### src/rtl/gate_controller.sv
// gate_controller: car park entry/exit barrier controller.
//
// Two independent gate FSMs (index 0 = entry, 1 = exit) with states
// IDLE -> OPEN -> PASS -> REARM -> IDLE. Each request sensor feeds a
// saturating debounce counter. A request is valid in the cycle that the
// counter reaches DEBOUNCE_CYCLES. The entry gate refuses a valid request
// while parking_full is high. All outputs are registered.
//
// Optional feature: define GATE_TIMEOUT_EN to close a barrier that stays in
// OPEN for OPEN_TIMEOUT cycles without a car under it. No pulse is issued.
//
// Parameters:
//   DEBOUNCE_CYCLES  consecutive high cycles for a valid request (1..15)
//   OPEN_TIMEOUT     open cycles allowed with no car (1..255, GATE_TIMEOUT_EN)
// Ports:
//   clk, rst                 clock, asynchronous active-high reset
//   entry_req, entry_pass    entry presence / under-barrier sensors
//   exit_req, exit_pass      exit presence / under-barrier sensors
//   parking_full             no free spot remains
//   entry_open, exit_open    barrier open commands
//   car_in, car_out          one-cycle pulses on completed passages
//   entry_denied             one-cycle pulse on a refused entry request
module gate_controller #(
    parameter int unsigned DEBOUNCE_CYCLES = 4,
    parameter int unsigned OPEN_TIMEOUT    = 16
) (
    input  logic clk,
    input  logic rst,
    input  logic entry_req,
    input  logic entry_pass,
    input  logic exit_req,
    input  logic exit_pass,
    input  logic parking_full,
    output logic entry_open,
    output logic exit_open,
    output logic car_in,
    output logic car_out,
    output logic entry_denied
);

    typedef enum logic [1:0] {
        StIdle  = 2'd0,
        StOpen  = 2'd1,
        StPass  = 2'd2,
        StRearm = 2'd3
    } gate_state_e;

    if (DEBOUNCE_CYCLES < 1 || DEBOUNCE_CYCLES > 15) begin : g_bad_debounce
        $error("DEBOUNCE_CYCLES must be in 1..15");
    end
    if (OPEN_TIMEOUT < 1 || OPEN_TIMEOUT > 255) begin : g_bad_timeout
        $error("OPEN_TIMEOUT must be in 1..255");
    end

    localparam logic [3:0] DbFull = 4'(DEBOUNCE_CYCLES);
    localparam logic [3:0] DbLast = 4'(DEBOUNCE_CYCLES - 1);

    logic [1:0]  w_req;
    logic [1:0]  w_pass;
    logic [1:0]  w_valid;
    logic [1:0]  w_done;
    logic [1:0]  w_open_d;
    gate_state_e w_state_d [2];
    logic [3:0]  w_db_d    [2];
    logic        w_denied_d;
    logic        w_car_in_d;
    logic        w_car_out_d;
    logic        w_in_pend_d;

    gate_state_e r_state [2];
    logic [3:0]  r_db    [2];
    logic [1:0]  r_open;
    logic        r_car_in;
    logic        r_car_out;
    logic        r_denied;
    logic        r_in_pend;

`ifdef GATE_TIMEOUT_EN
    localparam logic [7:0] TmoLast = 8'(OPEN_TIMEOUT - 1);
    logic [7:0] r_tmo   [2];
    logic [7:0] w_tmo_d [2];
`endif

    assign w_req  = {exit_req, entry_req};
    assign w_pass = {exit_pass, entry_pass};

    always_comb begin
        w_denied_d = 1'b0;
        for (int g = 0; g < 2; g++) begin
            // Saturating debounce: valid exactly once per continuous hold.
            w_db_d[g] = r_db[g];
            if (!w_req[g]) begin
                w_db_d[g] = '0;
            end else if (r_db[g] != DbFull) begin
                w_db_d[g] = r_db[g] + 4'd1;
            end
            w_valid[g] = w_req[g] && (r_db[g] == DbLast);

            w_state_d[g] = r_state[g];
            w_done[g]    = 1'b0;
`ifdef GATE_TIMEOUT_EN
            w_tmo_d[g]   = '0;
`endif
            unique case (r_state[g])
                StIdle: begin
                    if (w_valid[g]) begin
                        if (g == 0 && parking_full) begin
                            w_state_d[g] = StRearm;
                            w_denied_d   = 1'b1;
                        end else begin
                            w_state_d[g] = StOpen;
                        end
                    end
                end
                StOpen: begin
                    if (w_pass[g]) begin
                        w_state_d[g] = StPass;
`ifdef GATE_TIMEOUT_EN
                    end else if (r_tmo[g] == TmoLast) begin
                        w_state_d[g] = StRearm;
                    end else begin
                        w_tmo_d[g] = r_tmo[g] + 8'd1;
`endif
                    end
                end
                StPass: begin
                    if (!w_pass[g]) begin
                        w_state_d[g] = StRearm;
                        w_done[g]    = 1'b1;
                    end
                end
                StRearm: begin
                    // Counter at 0 means the sensor was low last cycle too.
                    if (!w_req[g] && r_db[g] == 4'd0) begin
                        w_state_d[g] = StIdle;
                    end
                end
                default: w_state_d[g] = StIdle;
            endcase
            w_open_d[g] = (w_state_d[g] == StOpen) || (w_state_d[g] == StPass);
        end

        // car_out wins a collision; car_in is held back one cycle.
        w_car_out_d = w_done[1];
        w_car_in_d  = !w_done[1] && (r_in_pend || w_done[0]);
        w_in_pend_d = w_done[1] && (r_in_pend || w_done[0]);
    end

    always_ff @(posedge clk or posedge rst) begin
        if (rst) begin
            for (int g = 0; g < 2; g++) begin
                r_state[g] <= StIdle;
                r_db[g]    <= '0;
`ifdef GATE_TIMEOUT_EN
                r_tmo[g]   <= '0;
`endif
            end
            r_open    <= '0;
            r_car_in  <= 1'b0;
            r_car_out <= 1'b0;
            r_denied  <= 1'b0;
            r_in_pend <= 1'b0;
        end else begin
            for (int g = 0; g < 2; g++) begin
                r_state[g] <= w_state_d[g];
                r_db[g]    <= w_db_d[g];
`ifdef GATE_TIMEOUT_EN
                r_tmo[g]   <= w_tmo_d[g];
`endif
            end
            r_open    <= w_open_d;
            r_car_in  <= w_car_in_d;
            r_car_out <= w_car_out_d;
            r_denied  <= w_denied_d;
            r_in_pend <= w_in_pend_d;
        end
    end

    assign entry_open   = r_open[0];
    assign exit_open    = r_open[1];
    assign car_in       = r_car_in;
    assign car_out      = r_car_out;
    assign entry_denied = r_denied;

endmodule

### config.mk
export PLATFORM = sky130hd
export DESIGN_NAME = gate_controller
export DESIGN_NICKNAME = d
export VERILOG_FILES = /design/src/rtl/gate_controller.sv
export SDC_FILE = /design/constraint.sdc
export NUM_CORES = 1
export LEC_CHECK = 0
export ABC_AREA = 1
export CORE_UTILIZATION = 56
export DETAILED_ROUTE_END_ITERATION = 10
export PLACE_DENSITY = 0.88
export SYNTH_ARGS = -nofsm -noshare
export SYNTH_HDL_FRONTEND = slang
export SYNTH_SLANG_ARGS = --single-unit
### constraint.sdc
create_clock -name clk -period 2.8 [get_ports clk]
set_input_delay 0.56 -clock clk [delete_from_list [all_inputs] [get_ports clk]]
set_output_delay 0.56 -clock clk [all_outputs]
set_load 0.02 [all_outputs]
Word level (Yosys, flattened, before mapping)

Index checks and enable logic that the tools add are counted.

Register bits: 18
Input bits: 7
Logic and storage cells: 65

Muxes and demuxes: 22
Reduce and logical (&&, ||, !) cells: 16
Add/subtract/negate cells: 2
Equal/unequal tests: 16

Operators by type and width:

| kind                                                                     | number |
|---|---|
| 2-bit 2-to-1 mux                                                         | 9 |
| 4-bit 2-to-1 mux                                                         | 4 |
| 2-bit case mux with 4 select lines                                       | 2 |
| 2-bit equality test (second input constant)                              | 6 |
| 4-bit by 1-bit adder with 4-bit output (second input constant)           | 2 |
| 2-bit by 1-bit equality test with 1-bit output (second input constant)   | 4 |
| 4-bit by 2-bit equality test with 1-bit output (second input constant)   | 2 |
| 4-bit logical NOT                                                        | 2 |
| 4-bit by 3-bit inequality test with 1-bit output (second input constant) | 2 |
| 1-bit 2-to-1 mux                                                         | 7 |
| 1-bit logical AND                                                        | 6 |
| 2-bit logical NOT                                                        | 2 |
| 2-bit by 1-bit inequality test with 1-bit output (second input constant) | 2 |
| 1-bit logical NOT                                                        | 3 |
| 1-bit logical OR                                                         | 3 |

Logic depth before layout (Yosys ltp)

Gate-level depths: netlist (run 1).

Depth after elaboration: 6
Depth in mapped cells: 10
Gate-level depth less buffers: 10

Worst setup path after synthesis (run 1)

OpenSTA, ideal clock, no wires.

Kind: register to register
Start point: reg r_db[4] (netlist bit)
End point: reg r_open[0]
Cell stages (with the launch flop): 10
Data required time: 2.683 ns
Path slack: 1.634 ns
Clock period less this slack: 1.166 ns
Arrival time: 1.049 ns
Cells stage by stage: dfrtp_1 > inv_1 > ha_1 > inv_1 > nor2_1 > nand3_1 > nand2_1 > nand2_1 > nand2_1 > nand2_1

RTL lines:

| element                           | RTL line | RTL |
|---|---|---|
| from (decl)                       | 71       | `logic [3:0] r_db [2];` |
| from (signal, indexed assignment) | 166      | `r_db[g] <= w_db_d[g];` |
| to (signal assigned)              | 171      | `r_open <= w_open_d;` |
| to (decl)                         | 72       | `logic [1:0] r_open;` |

Worst setup path after layout (run 1)

Start point: reg r_open[1]
End point: out exit_open

RTL lines:

| element   | RTL line | RTL |
|---|---|---|
| to (decl) | 35       | `output logic exit_open,` |

No word-level cell between the ends.

==> results.json, run 1 <==
{
  "mostFrequentLayoutCells": "24 x nand2_1, 20 x inv_1, 18 x dfrtp_1",
  "path_class": "flip-flop to primary output",
  "grt_max_degree": 19,
  "placed_area_um2": 1028,
  "max_freq_ghz": 0.5565,
  "drc": 0,
  "boundaryPins": 12,
  "arrival_ns": 1.24,
  "r2r.worst_path.cells": 9,
  "max_stage_delay_ns": 0.59,
  "relSlewSlack_pct": 56.04,
  "p_leak_nw": 0.5724,
  "worstPathCellList": "clkdlybuf4s50_1",
  "die_y_um": 42.05,
  "dp.final_hpwl_um": 1247,
  "r2r_end": "r_open[0]$_DFF_PP0_",
  "fp-row-count": 14,
  "num_vias": 713,
  "critPathTopFamily": "buffers and inverters",
  "placed_cells": 134,
  "worst_slew_pin_slew_ns": 0.6587,
  "timing.final.max_slew_violations": 0,
  "r2r-start": "r_db[4]$_DFFE_PP0P_",
  "avgSynthCellArea_um2": 8.396,
  "drt_iter0_markers": 18,
  "syn_area_um2": 898.4,
  "wire_per_inst_um": 11.91,
  "slowest_stage": "clkdlybuf4s50_1",
  "hold_path_depth": 1,
  "ctsResizeCount": 0,
  "setup_viol": 0,
  "path_max_fanout": 1,
  "gp_congestion": 0.8234,
  "crit_path_end_kind": "primary output",
  "hp-start": "r_state[0]$_DFF_PP0_",
  "clockPowerShare_pct": 18.6,
  "grt_pass1_vias": 745,
  "seqPwrFrac_pct": 44.6,
  "die_w_um": 42.05,
  "avgViaCountPerCell": 5.167,
  "yosysWarnings": 0,
  "overflow": 0,
  "fin_cells": 138,
  "drtPass1Iterations": 4,
  "ys_seq_area_share_pct": 50.14,
  "syn_inst": 107,
  "fin_area_um2": 1065,
  "drive_gt1_share_pct": 9.016,
  "postCtsSetupRepairBufs": 0,
  "finalSetupTns_ns": 0,
  "cts_buffers": 3,
  "period_needed_ns": 1.797,
  "start_util_pct": 59.63,
  "power_density_nw_per_um2": 817.6,
  "grt_first_pass_wirelength_um": 2891,
  "max_cap_violations": 0,
  "sw_frac_of_total_pct": 37.87,
  "coreArea_um2": 1506,
  "cp_num_cells": 1,
  "fin_util_pct": 70.68,
  "r2r_slack_ns": 1.43,
  "clock_path_buffers": 2,
  "n_antenna_cell": 0,
  "antenna_found_initial": 0,
  "syn_nets": 118,
  "path_clk_slew_ns": 0.10,
  "fin_skew_ns": 0.003002,
  "power_switching_w": 0.0003297,
  "p_int_w": 0.0005409,
  "hold_path_class": "flip-flop to flip-flop",
  "grt_use_total_pct": 22.33,
  "cts.sinks": 18,
  "crit_start": "r_open[1]$_DFF_PP0_",
  "root_buffer": "clkbuf_4",
  "tritoncts": "yes",
  "rsz0062_at_grt": "false",
  "ir_drop_mv": 0.5895,
  "htree_levels": 1,
  "ant_nets": 0,
  "start_kind": "flip-flop",
  "dieArea_um2": 1768,
  "crit_buf_inv": 1,
  "routed_wl_um": 1644,
  "synth_cell_types": 19,
  "finalHoldViolations": 0,
  "synth_seq_cells": 18,
  "min_period_over_period_pct": 64.17,
  "insertion_delay_ns": 0.30,
  "finalNetCount": 134,
  "crit_required_ns": 2.24,
  "cts_hold_buf": 0,
  "pwr-share-comb_pct": 36.8,
  "layout_commonest_cell": "nand2_1",
  "outcome": "finished clean",
  "worstHoldEndpoint": "car_out$_DFF_PP0_",
  "port_buffers": 11,
  "area_growth_pct": 18.52
}
-- final cells by class --
cell class / count / area, µm²
Tap cell: 16 / 20.02
Sequential cell: 18 / 450.4
Timing Repair Buffer: 11 / 110.1
Multi-Input combinational cell: 68 / 369.1
Inverter: 21 / 78.83
Fill cell: 123 / 441.7
Clock buffer: 4 / 36.28
-- routing by layer --
metal	routed length, µm	GRT usage, %
met1	690	24.57
met2	864	39.69
met3	50	3.879
met4	38	13.75
met5	0	0
-- synthesized netlist by cell type --
master | count | area, µm²
a21boi_0 | 1 | 7.510
nor3_1 | 1 | 5.000
nor2_2 | 1 | 6.260
nand4_2 | 1 | 12.51
o21ai_0 | 8 | 40.04
o21bai_1 | 1 | 7.510
nor3_2 | 1 | 10.01
inv_1 | 20 | 75.07
nand3_2 | 1 | 10.01
nor3b_2 | 1 | 12.51
dfrtp_1 | 18 | 450.4
ha_1 | 4 | 50.05
clkinv_1 | 1 | 3.750
nand2_1 | 24 | 90.09
a21oi_1 | 2 | 10.01
nor2_1 | 7 | 26.28
nand2_2 | 2 | 12.51
nand3_1 | 12 | 60.06
xor2_1 | 1 | 8.760
-- state kept, by name, summed over array words and instances, names as in the netlist --
signal,cells
r_state,4
car_in,1
car_out,1
r_in_pend,1
entry_denied,1
r_db,8
r_open,2
-- worst max path at each step --
stage                                     end  slack [ns]
after detailed placement  r_open[0]$_DFF_PP0_        1.01
after CTS                           exit_open        1.00
after floorplan           r_open[0]$_DFF_PP0_        1.63
after global routing                exit_open        0.97
after global placement    r_open[0]$_DFF_PP0_        1.07
final                               exit_open        1.00
-- kinds of logic after synthesis --
group,count (synthesis),share of synthesized area (%)
buf+inv,21,8.774
fa+ha+maj,4,5.571
flops,18,50.14
xor+xnor,1,0.9751
compound gates,12,7.243
simple gates,51,27.30
-- power groups by stage --
stage | combinational (W) | clock, W | sequential (W)
2_1_floorplan | 0.000189 | 0 | 0.000411
3_3_place_gp | 0.000300 | 0 | 0.000387
3_5_place_dp | 0.000317 | 0 | 0.000394
4_1_cts | 0.000321 | 0.000161 | 0.000389
5_1_grt | 0.000365 | 0.000170 | 0.000400
6_report | 0.000320 | 0.000162 | 0.000388
-- through the flow --
stage / setup WS (ns) / hold WS (ns) / power, W
finish: 1.003 / 0.5462 / 0.0008706
global route: 0.9667 / 0.5757 / 0.0009343
CTS: 1.004 / 0.5476 / 0.0008703
detailed placement: 1.011 / 0.5332 / 0.0007116
global placement: 1.067 / 0.5042 / 0.0006868
floorplan: 1.634 / 0.4911 / 0.0006001
No activity file was read; power rests on OpenSTA's default activity.
==> run 2: changes to the inputs <==
- CORE_UTILIZATION: 56 -> 47
- PLACE_DENSITY: 0.88 -> 0.8
- clock period: 2.8 -> 1.6 ns (I/O delays scaled with it)
==> run 2 against run 1 <==
Against the previous run: routed wire length fell by 9.4%; clock power is 68% higher; critical path depth did not move; register-to-register slack got worse by 1.1 ns; highest routed layer unchanged; worst hold slack got worse by 0.20 ns; combinational power up 72%; cell area increased by 1.8%; via count fell by 0.42%; total power rose by 71%.
==> results.json, run 2 (synthesis gave the netlist of run 1 again) <==
{
  "outcome": "finished clean",
  "grt_use_total_pct": 17.05,
  "drt_iter0_markers": 17,
  "p_leak_nw": 0.5772,
  "grt_pass1_vias": 658,
  "fin_skew_ns": 0.005529,
  "postCtsSetupRepairBufs": 0,
  "drc": 0,
  "rsz0062_at_grt": "false",
  "drtPass1Iterations": 4,
  "htree_levels": 1,
  "drive_gt1_share_pct": 9.756,
  "largest-register": "r_db",
  "crit_required_ns": 1.28,
  "wire_per_inst_um": 10.06,
  "critPathTopFamily": "buffers and inverters",
  "path_max_fanout": 1,
  "tritoncts": "yes",
  "top_regs": "r_db x8, r_state x4, r_open x2",
  "finalHoldViolations": 0,
  "max_freq_ghz": 0.6491,
  "cts_buffers": 3,
  "max_cap_violations": 0,
  "coreArea_um2": 1764,
  "die_w_um": 45.72,
  "setup_viol": 0,
  "grt_first_pass_wirelength_um": 2497,
  "crit_path_end_kind": "primary output",
  "dieArea_um2": 2090,
  "clock_path_buffers": 2,
  "start_util_pct": 50.92,
  "slowest_stage": "clkdlybuf4s50_1",
  "finalNetCount": 135,
  "gp_congestion": 0.8017,
  "n_antenna_cell": 0,
  "routed_wl_um": 1489,
  "finalSetupTns_ns": 0,
  "arrival_ns": 1.22,
  "timing.final.max_slew_violations": 0,
  "mostFrequentLayoutCells": "24 x nand2_1, 20 x inv_1, 18 x dfrtp_1",
  "num_vias": 710,
  "dp.final_hpwl_um": 1095,
  "min_period_over_period_pct": 96.29,
  "path_clk_slew_ns": 0.10,
  "start_kind": "flip-flop",
  "place_ws_ns": 0.07796,
  "avgViaCountPerCell": 4.797,
  "cts_hold_buf": 0,
  "max_stage_delay_ns": 0.59,
  "crit_buf_inv": 1,
  "layout_commonest_cell": "nand2_1",
  "overflow": 0,
  "worst_slew_pin_slew_ns": 0.2293,
  "placed_cells": 144,
  "fin_cells": 148,
  "largest_reg_flops": 8,
  "relSlewSlack_pct": 84.71,
  "path_class": "flip-flop to primary output",
  "boundaryPins": 12,
  "r2r_slack_ns": 0.31,
  "die_y_um": 45.72,
  "fillers": 154,
  "port_buffers": 11,
  "grt_max_degree": 19,
  "root_buffer": "clkbuf_4",
  "hold_path_class": "primary input to async pin",
  "layout_setup_ws_ns": 0.05942,
  "holdWs_ns": 0.3428,
  "ctsResizeCount": 0,
  "worstPathCellList": "clkdlybuf4s50_1",
  "period_needed_ns": 1.541,
  "insertion_delay_ns": 0.29,
  "ir_drop_mv": 0.6615,
  "cts.sinks": 18,
  "power_density_nw_per_um2": 1377,
  "fp-row-count": 15,
  "area_growth_pct": 20.61,
  "ant_nets": 0,
  "antenna_found_initial": 0
}
==> run 2: cell count changes in the layout (fill, tap and decap cells not counted) <==
cell,before,now
buf_4,0,1
==> run 2: stage by stage <==
stage                     cell area (µm²)  power, W  util, %
after floorplan                     898.4  0.001050        -
after global placement               1047  0.001207    59.36
after detailed placement             1047  0.001230    59.36
after CTS                            1084  0.001506    61.42
after global routing                 1084  0.001618    61.42
final                                1084  0.001492    61.42
==> run 2: area by class of cell <==
type	instances	area, µm²	area share [%]
repair buffers	12	117.6	10.85
flip-flops and latches	18	450.4	41.57
clock buffers	4	36.28	3.349
inverters	21	78.83	7.275
multi-input cells	68	369.1	34.06
well taps	25	31.28	2.887
==> run 2: path summary, 6_finish.rpt <==
check                                     from                  end  cells past startpoint
setup / recovery              car_in$_DFF_PP0_               car_in                      1
hold / removal                             rst  r_open[1]$_DFF_PP0_                      3
setup reg to reg           r_db[0]$_DFFE_PP0P_  r_open[1]$_DFF_PP0_                      9
hold reg to reg            r_in_pend$_DFF_PP0_     car_in$_DFF_PP0_                      2
max in group asynchronous                  rst  r_db[6]$_DFFE_PP0P_                      3
min in group clk           r_in_pend$_DFF_PP0_     car_in$_DFF_PP0_                      2
==> run 2: power breakdown <==
group	internal, W	leakage, nW	switching [W]
sequential	0.000582	0.228	0.0000893
combinational	0.000226	0.328	0.000324
clock	0.000138	0.0210	0.000133
==> run 2: per-layer routing <==
metal / GRT usage (%) / vias to the layer above / wire length (µm)
met2: 30.57 / 19 / 741
met3: 3.571 / 2 / 60
li1: - / 370 / -
met1: 19.49 / 319 / 673
met5: 0 / - / 0
met4: 7.059 / 0 / 13
